$ cat config.mk
export PLATFORM = sky130hd
export DESIGN_NAME = modmul_pipe
export DESIGN_NICKNAME = d
export VERILOG_FILES = /design/src/rtl/modmul_pipe.sv
export SDC_FILE = /design/constraint.sdc
export NUM_CORES = 1
export LEC_CHECK = 0
export ABC_AREA = 1
export CORE_AREA = 2 2 237 239
export DETAILED_ROUTE_END_ITERATION = 6
export DIE_AREA = 0 0 239 241
export PLACE_DENSITY_LB_ADDON = 0.25
export SYNTH_ARGS = -nofsm -noshare
export SYNTH_HDL_FRONTEND = slang
export SYNTH_SLANG_ARGS = --single-unit
export TNS_END_PERCENT = 1
$ cat constraint.sdc
create_clock -name clk -period 4.7 [get_ports clk]
set_clock_uncertainty 0.15 [all_clocks]
set_input_delay 0.47 -clock clk [delete_from_list [all_inputs] [get_ports clk]]
set_output_delay 0.47 -clock clk [all_outputs]
set_load 0.05 [all_outputs]
$ cat src/rtl/modmul_pipe.sv
// Three-stage Barrett modular multiplier mod 3329 with a cycle-aligned sideband tag.
// Each stage has its own valid bit, so bubbles collapse when the output is back-pressured.
module modmul_pipe #(
  parameter int unsigned TAG_W     = 12,
  parameter int unsigned Q         = 3329,
  parameter int unsigned BARRETT_M = 5039
) (
  input  logic             clk,
  input  logic             rst_n,
  input  logic             in_valid,
  output logic             in_ready,
  input  logic [11:0]      A,
  input  logic [11:0]      B,
  input  logic [TAG_W-1:0] in_tag,
  output logic             out_valid,
  input  logic             out_ready,
  output logic [11:0]      C,
  output logic [TAG_W-1:0] out_tag,
  output logic             busy
);

  logic             s1_valid_q;
  logic [23:0]      s1_p_q;
  logic [TAG_W-1:0] s1_tag_q;
  logic             s2_valid_q;
  logic [23:0]      s2_p_q;
  logic [11:0]      s2_t_q;
  logic [TAG_W-1:0] s2_tag_q;
  logic             s3_valid_q;
  logic [11:0]      c_q;
  logic [TAG_W-1:0] tag_q;

  logic        s1_en, s2_en, s3_en;
  logic [23:0] prod;
  logic [11:0] quot;
  logic [13:0] rem0, rem1, rem2;

  // A stage may load when it is empty or its successor takes its entry this cycle.
  always_comb begin
    s3_en = !s3_valid_q || out_ready;
    s2_en = !s2_valid_q || s3_en;
    s1_en = !s1_valid_q || s2_en;
  end

  always_comb begin
    prod = 24'(A) * 24'(B);
    quot = 12'((36'(s1_p_q) * 36'(BARRETT_M)) >> 24);
    // Barrett estimate undershoots by at most 2, so R < 3Q before correction.
    rem0 = 14'(s2_p_q - 24'(s2_t_q) * 24'(Q));
    rem1 = (rem0 >= 14'(Q)) ? rem0 - 14'(Q) : rem0;
    rem2 = (rem1 >= 14'(Q)) ? rem1 - 14'(Q) : rem1;
  end

  always_ff @(posedge clk or negedge rst_n) begin
    if (!rst_n) begin
      s1_valid_q <= 1'b0;
      s2_valid_q <= 1'b0;
      s3_valid_q <= 1'b0;
    end else begin
      if (s1_en) s1_valid_q <= in_valid;
      if (s2_en) s2_valid_q <= s1_valid_q;
      if (s3_en) s3_valid_q <= s2_valid_q;
    end
  end

  // Data of empty stages is don't-care, so only the output register is gated by valid.
  always_ff @(posedge clk or negedge rst_n) begin
    if (!rst_n) begin
      s1_p_q   <= '0;
      s1_tag_q <= '0;
      s2_p_q   <= '0;
      s2_t_q   <= '0;
      s2_tag_q <= '0;
      c_q      <= '0;
      tag_q    <= '0;
    end else begin
      if (s1_en) begin
        s1_p_q   <= prod;
        s1_tag_q <= in_tag;
      end
      if (s2_en) begin
        s2_p_q   <= s1_p_q;
        s2_t_q   <= quot;
        s2_tag_q <= s1_tag_q;
      end
      if (s3_en && s2_valid_q) begin
        c_q   <= 12'(rem2);
        tag_q <= s2_tag_q;
      end
    end
  end

  always_comb begin
    in_ready  = s1_en;
    out_valid = s3_valid_q;
    C         = c_q;
    out_tag   = tag_q;
    busy      = s1_valid_q | s2_valid_q | s3_valid_q;
  end

endmodule

==> results of run 1 <==
[worst max path at each step]
stage	slack (ns)	end	cells after the start	startpoint
6_report	-0.49	C[5]	32	s2_t_q[1]
5_1_grt	-0.72	C[11]	34	s2_t_q[1]
4_1_cts	-0.43	C[11]	32	s2_t_q[0]
3_5_place_dp	-1.24	s1_p_q[22]	22	A[5]
3_3_place_gp	-1.23	s1_p_q[21]	28	A[5]
2_1_floorplan	-0.40	s1_p_q[19]	26	A[5]
[sequential cells by signal (all words and copies together), names as in the netlist]
register and cells:
s1_p_q 24, s2_t_q 12, s2_valid_q 1, out_valid 1
out_tag 12, s1_valid_q 1, s2_p_q 14, s2_tag_q 12
C 12, s1_tag_q 12
[worst max-delay path: cells and delay by family (launching register included)]
kind / cells / cell delay [ns]
AND/OR/NAND/NOR: 20 / 1.81
adder cells (fa/ha/maj): 4 / 1.61
buffers and inverters: 6 / 0.72
flip-flops: 1 / 0.43
XOR/XNOR: 1 / 0.19
AO/OA/AOI/OAI: 1 / 0.18
[per-stage QoR]
stage	cells	setup WS (ns)	utilization	area [um2]
detailed placement	3058	-1.238	0.3708	20350
global route	3095	-0.7162	0.3917	21500
CTS	3094	-0.4329	0.3883	21310
global placement	3058	-1.231	0.3708	20350
finish	3095	-0.4860	0.3917	21500
floorplan	2000	-0.4028	-	16580
[area by class of cell]
cell class,count,area [um2]
fillers,5594,33380
multi-input cells,1409,12710
repair buffers,424,3421
flip-flops and latches,101,2541
inverters,441,1657
well taps,704,880.8
clock buffers,9,225.2
clock inverters,7,61.31
[per-layer routing]
layer,vias to the layer above,global-route usage,part of all wire,wire (um)
li1,6923,-,-,-
met1,6484,0.1906,0.47,19140
met2,117,0.2705,0.50,20630
met3,32,0.01121,0.015,613
met4,0,0.03011,0.015,598
met5,-,0,0,0
[timing repair]
item | 4_1_cts | 5_1_grt
gates resized for setup | 161 | 53
gates cloned | 4 | 0
endpoints found under the setup margin | 38 | 36
buffers inserted | 16 | 1
pin swaps | 68 | 32
hold endpoints to repair | 0 | 0
[cell usage in the layout, fill, tap and decap left out, types with 21 or more instances in the layout]
cell type	Yosys	routed
sky130_fd_sc_hd__nor2_1	66	51
sky130_fd_sc_hd__fa_1	236	229
sky130_fd_sc_hd__buf_4	2	338
sky130_fd_sc_hd__nand2_2	19	44
sky130_fd_sc_hd__nand3_1	45	39
sky130_fd_sc_hd__a21oi_1	66	47
sky130_fd_sc_hd__dfrtp_1	101	90
sky130_fd_sc_hd__o21ai_0	88	74
sky130_fd_sc_hd__inv_1	437	434
sky130_fd_sc_hd__xor2_1	22	21
sky130_fd_sc_hd__nand4_1	34	34
sky130_fd_sc_hd__clkdlybuf4s50_1	0	43
sky130_fd_sc_hd__ha_1	224	205
sky130_fd_sc_hd__nand2_1	504	473
[cell families after synthesis]
group | count (synthesis) | synth area share
buffers and inverters | 491 | 0.1141
XOR/XNOR | 40 | 0.02272
adder cells (fa/ha/maj) | 460 | 0.4587
AO/OA/AOI/OAI | 198 | 0.06694
AND/OR/NAND/NOR | 710 | 0.1836
flip-flops | 101 | 0.1540
==> impl.org, run 1 <==
** Worst setup path
- Critical path's most frequent cell :: sky130_fd_sc_hd__nand2_2
- Among all stages on the critical path, the largest delay is contributed by sky130_fd_sc_hd__fa_1.
- The worst register-to-register path ends at C[5].
- Biggest cell delay along the critical path :: 0.53 ns
- Worst setup slack for register-to-register paths :: -0.49 ns
- The worst register-to-register path has a depth of 32.
- The worst setup path is launched from a flip-flop.
- For the worst setup path, the data required time is 4.81 ns.
- Largest fanout on the critical path :: 6
- Launching point of the worst reg2reg path :: s2_t_q[1]
- The critical path is of the reg2reg type.
- Data arrives at the worst endpoint at 5.30 ns.
- Critical path capture point type :: flip-flop

** Die
- Die area :: 0.05760 mm2
- The total area inside the core boundary comes to 0.05488 mm2.
- Height of the die :: 241 um
- Core Rows :: 86
- Effective utilization at floorplan :: 0.2990
- Width of the die :: 239 um
- Pin placement for this block handled 67 I/O pins.

** Route
- In this run, the number of DRC markers left after iteration 0 of detailed routing was 441.
- In the final routed layout, each cell accounts on average for 13.24 um.
- The detail route stage leaves a number of antenna-violating nets equal to 0.
- Summing over every cut layer, the via total after detailed routing is 13560.
- Number of search-and-repair iterations in the first detailed-routing pass :: 4
- Wires add up to 40980 um.
- In the routed layout, each cell is associated on average with a via count of 4.380.
- Final routed DRC violation total :: 0

** Yosys
- Commonest cells in the synthesized netlist :: 504 x sky130_fd_sc_hd__nand2_1, 437 x sky130_fd_sc_hd__inv_1, 236 x sky130_fd_sc_hd__fa_1
- Synthesis handed over a netlist of 2000 instances.
- Area share of the largest cell type after synthesis :: 0.2879
- The share of the Yosys chip area taken by registers is 0.1540.
- Leading cell type by number of instances after synthesis :: sky130_fd_sc_hd__nand2_1
- Yosys attributes the largest share of cell area to sky130_fd_sc_hd__fa_1 29%, sky130_fd_sc_hd__ha_1 17%, sky130_fd_sc_hd__dfrtp_1 15%.
- Mean cell area of the mapped netlist :: 8.205 um2
- Number of different library cells in the post-synthesis netlist :: 52
- The number of nets in the synthesized netlist is 2500.
- For this run, the number of Yosys warnings is 0.
- The synthesized design spends more area on one cell type than any other, namely sky130_fd_sc_hd__fa_1.
- In this run, synthesis inferred 0 flip-flops with an integrated enable.
- Share of synthesized flip-flops with an asynchronous set or reset :: 1.000
- The most used flip-flop cell after synthesis is sky130_fd_sc_hd__dfrtp_1.
- Synth Register Bits :: 101
- Cell area after synthesis :: 0.01641 mm2

** Clock tree
- The clock reaches the later pin of the worst-skew pair after 0.37 ns.
- TritonCTS built the clock tree.
- In this run the clock root is driven by a sky130_fd_sc_hd__clkbuf_16.
- Maximum count of clock buffers along a single path :: 2
- In this run, post-CTS hold repair placed 0 buffers.
- Clock H-tree levels :: 3
- TritonCTS created 9 clock buffers.
- After clock tree synthesis, the clock-pin slew on the worst setup and hold paths is 0.08 ns.
- Number of sinks on the clock net :: 101

** STA
- Dividing the final minimum period by the clock period gives 1.103.
- Setup violations remaining at the end of the flow were counted as 32.
- Hold timing on the final database bottoms out at a slack of -0.006322 ns.
- Worst path setup slack after routing :: -0.4860 ns
- Setup repair after global routing missed its margin :: yes
- Worst slew margin :: 0.5333
- Setup total negative slack on the finished layout was measured at -10.26 ns.
- Counting I/O delays and the setup requirement, the final critical path takes 5.186 ns.
- The max-slew violation count is 0.
- Transition time of the tightest slew-check pin :: 0.6957 ns
- The final hold violation count came to 7.
- Fmax :: 192.8 MHz

** Global route
- Largest net degree at the start of global routing :: 53
- Antenna violations before repair :: 0
- Overall Global Routing Usage :: 0.1477
- Number of global-route vias before repair :: 14470
- The total overflow left after global routing is 0.
- Wire length of the first global-routing pass :: 69770 um

** Placement
- Buffers placed on the I/O ports in this run total 66.
- Half-perimeter wire length after detailed placement :: 35400 um
- Routability-driven placement finished with a final weighted congestion of 0.8455.

** Finish
- In the final layout, the share of cells above drive strength 1 is 0.2359.
- Area growth from synthesis to layout :: 31.00%
- The net count of the finished layout is 2886.
- Antenna cell count :: 0

** Run status
- Run status :: finished, violations left
- Violated checks :: negative hold slack, negative setup slack

** Min path
- The path class of the tightest hold or removal check is in2async.

** Job
- Across the run, the number of max-cap violations was 0.
Power of run 1 is left out: the tool's default activity adds up to more than one toggle a clock period on the data nets, which glitch-free logic cannot reach.
==> run 2: changes to the inputs <==
CORE_AREA = 2 2 194 196   (was 2 2 237 239)
DIE_AREA = 0 0 196 198   (was 0 0 239 241)
==> impl.org, run 2 (same netlist as run 1, synthesis figures left out) <==
** Route
- Remaining number of nets flagged by the antenna check after routing :: 0 (unchanged)
- The per-cell routed wire length is 13.86 um (+4.7%).
- DRC violation total after the first TritonRoute iteration :: 556 (+26%)
- Vias after detailed routing :: 13850 (+2.2%)
- The total iterations of the first detailed-routing run came to 5 (+1).
- Overall routed net length :: 39760 um (-3.0%)
- Final routed DRC violation total :: 0 (unchanged)
- Vias per std cell :: 4.829 (+10%)

** Global route
- The first-pass GRT wire length was 68500 um (-1.8%).
- The via count of the first global-routing pass is 14910 (+3.0%).
- Global-route congestion overflow total :: 0 (unchanged)
- Antenna violations before repair :: 0 (unchanged)
- The largest net degree at the start of global routing came to 76 (+43%).
- The global-route total usage across every layer is 0.2162 (+0.06855).

** Run status
- The flow ran to the end, but the final reports show violations.
- The final reports fail on negative setup slack.

** Finish
- Register ranked first by flip-flop count :: s1_p_q
- The post-route core utilization came to 0.5814 (+0.1896).
- Number of flip-flops under the largest register name :: 24 (unchanged)
- The post-synthesis to final-layout area growth came to 30.92% (about the same).
- Leading cell types in the layout, fill and taps excluded :: 475 x sky130_fd_sc_hd__nand2_1, 430 x sky130_fd_sc_hd__inv_1, 335 x sky130_fd_sc_hd__buf_4
- The number of diodes came to 0 (unchanged).
- Total Nets Final :: 2890 (+0.14%)
- The proportion of layout cells with a drive suffix above 1 is 0.2401 (+0.004199).
- Leading cell type in the layout, fill and taps excluded :: sky130_fd_sc_hd__nand2_1
- Leading registers by flop count :: s1_p_q: 24 flops, s2_p_q: 14 flops

** STA
- Total count of max-transition violations in the final report :: 0 (unchanged)
- The final hold violation count came to 0 (-7).
- The final number of setup-violating endpoints is 32 (unchanged).
- Worst slew margin :: 0.3600 (-0.1733)
- Minimum clock period :: 5.247 ns (+0.06147 ns)
- Setup repair after global routing missed its margin :: yes
- Transition time of the tightest slew-check pin :: 0.9600 ns (+0.2643 ns)
- The final setup slack of the worst path was -0.5475 ns (-0.06147 ns).
- The fmax was 190.6 MHz (-1.2%).
- The final cycle utilization of the critical path was 1.116 (+0.01308).

** Placement
- IO Port Bufs :: 66 (unchanged)
- Half-perimeter wire length after detailed placement :: 33880 um (-4.3%)
- Weighted congestion reported at the end of routability-driven placement :: 0.9020 (+6.7%)

** Worst setup path
- Critical path's most frequent cell :: sky130_fd_sc_hd__nand2_1
- Type of the setup path with the least slack :: reg2reg
- Critical path capture point type :: flip-flop
- The largest stage delay on the critical path came to 0.51 ns (-0.02 ns).
- Destination of the worst register-to-register timing path :: C[11]
- Depth of the worst register-to-register path :: 28 (-13%)
- The worst setup slack for register-to-register paths came to -0.55 ns (-0.06 ns).
- The cell count along the critical path was 28 (-13%).
- The most critical setup path has its startpoint at s2_t_q[1].
- Highest-delay cell along the critical path :: sky130_fd_sc_hd__fa_1
- The critical path ends at C[11].
- Largest fanout on the critical path :: 8 (+2)
- The sum of buffers and inverters on the critical path is 5 (-1).
- The data arrival time of the worst path came to 5.35 ns (+0.05 ns).
- Data required time of the worst path :: 4.80 ns (about the same)
- Launching point of the worst reg2reg path :: s2_t_q[1]
- Startpoint type of the worst setup path :: flip-flop
- In this design, the largest share of critical-path delay is due to adder cells.

** Clock tree
- CTS tree :: built
- The number of clock sinks seen by CTS came to 101 (unchanged).
- Root buffer cell :: sky130_fd_sc_hd__clkbuf_16
- Clock H-tree levels :: 3 (unchanged)
- The clock slew seen by the registers of the worst setup and hold paths was 0.08 ns (about the same).
- The number of buffers between clock root and the deepest sink is 2 (unchanged).
- The total CTS buffers is 9 (unchanged).
- The clock latency at the later pin of the worst-skew pair is 0.37 ns (about the same).

** Die
- The number of placement rows came to 71 (-17%).
- The area of the die was 0.03881 mm2 (-33%).
- Number of primary I/O pins :: 67 (unchanged)
- The effective utilization at floorplan was 0.4441 (+0.1450).
- The core box area came to 0.03696 mm2 (-33%).
- Width of the die :: 196 um (-18%)
- Height of the die :: 198 um (-18%)

** Min path
- The tightest min-delay check is of the in2async type.

** Job
- Max Cap Viol :: 0 (unchanged)
[run 2: how the worst min path moves through the flow]
| stage | end | slack [ns] |
|---|---|---|
| after floorplan | C[0] | 0.02 |
| after global placement | out_tag[0] | 0.31 |
| after detailed placement | out_tag[5] | 0.31 |
| after CTS | C[10] | 0.12 |
| after global routing | C[10] | 0.17 |
| final | C[10] | 0.07 |
[run 2: repair_timing]
item,in CTS,in global routing
buffers inserted,27,3
resized for setup,182,38
pin swaps,98,25
cloned,2,0
setup endpoints to repair,38,36
hold buffers,0,0
[run 2: metal layers]
metal	wire [um]	up-vias	global-route usage
met5	0	-	0
met4	1172	0	0.07267
met3	908	78	0.01720
met2	20600	210	0.4098
met1	17090	6644	0.2582
li1	-	6921	-
[run 2: per-stage QoR]
stage          worst slack [ns]  hold WS [ns]  area (um2)  TNS [ns]  cells
6_report                -0.5475       0.07025       21480    -10.87   2869
5_1_grt                 -0.8064        0.1660       21480    -18.99   2869
4_1_cts                 -0.3929        0.1231       21270    -9.148   2866
3_5_place_dp             -1.265        0.3123       20080    -26.52   2822
3_3_place_gp             -1.148        0.3080       20080    -23.38   2822
2_1_floorplan           -0.4028       0.02441       16580    -6.466   2000
[run 2: layout make-up]
| class | count | area (um2) |
|---|---|---|
| Sequential cell | 101 | 2545 |
| Clock inverter | 7 | 86.33 |
| Clock buffer | 9 | 225.2 |
| Fill cell | 3270 | 15470 |
| Inverter | 441 | 1660 |
| Timing Repair Buffer | 428 | 3576 |
| Tap cell | 474 | 593.1 |
| Multi-Input combinational cell | 1409 | 12800 |
Power of run 2 is left out for the same reason.
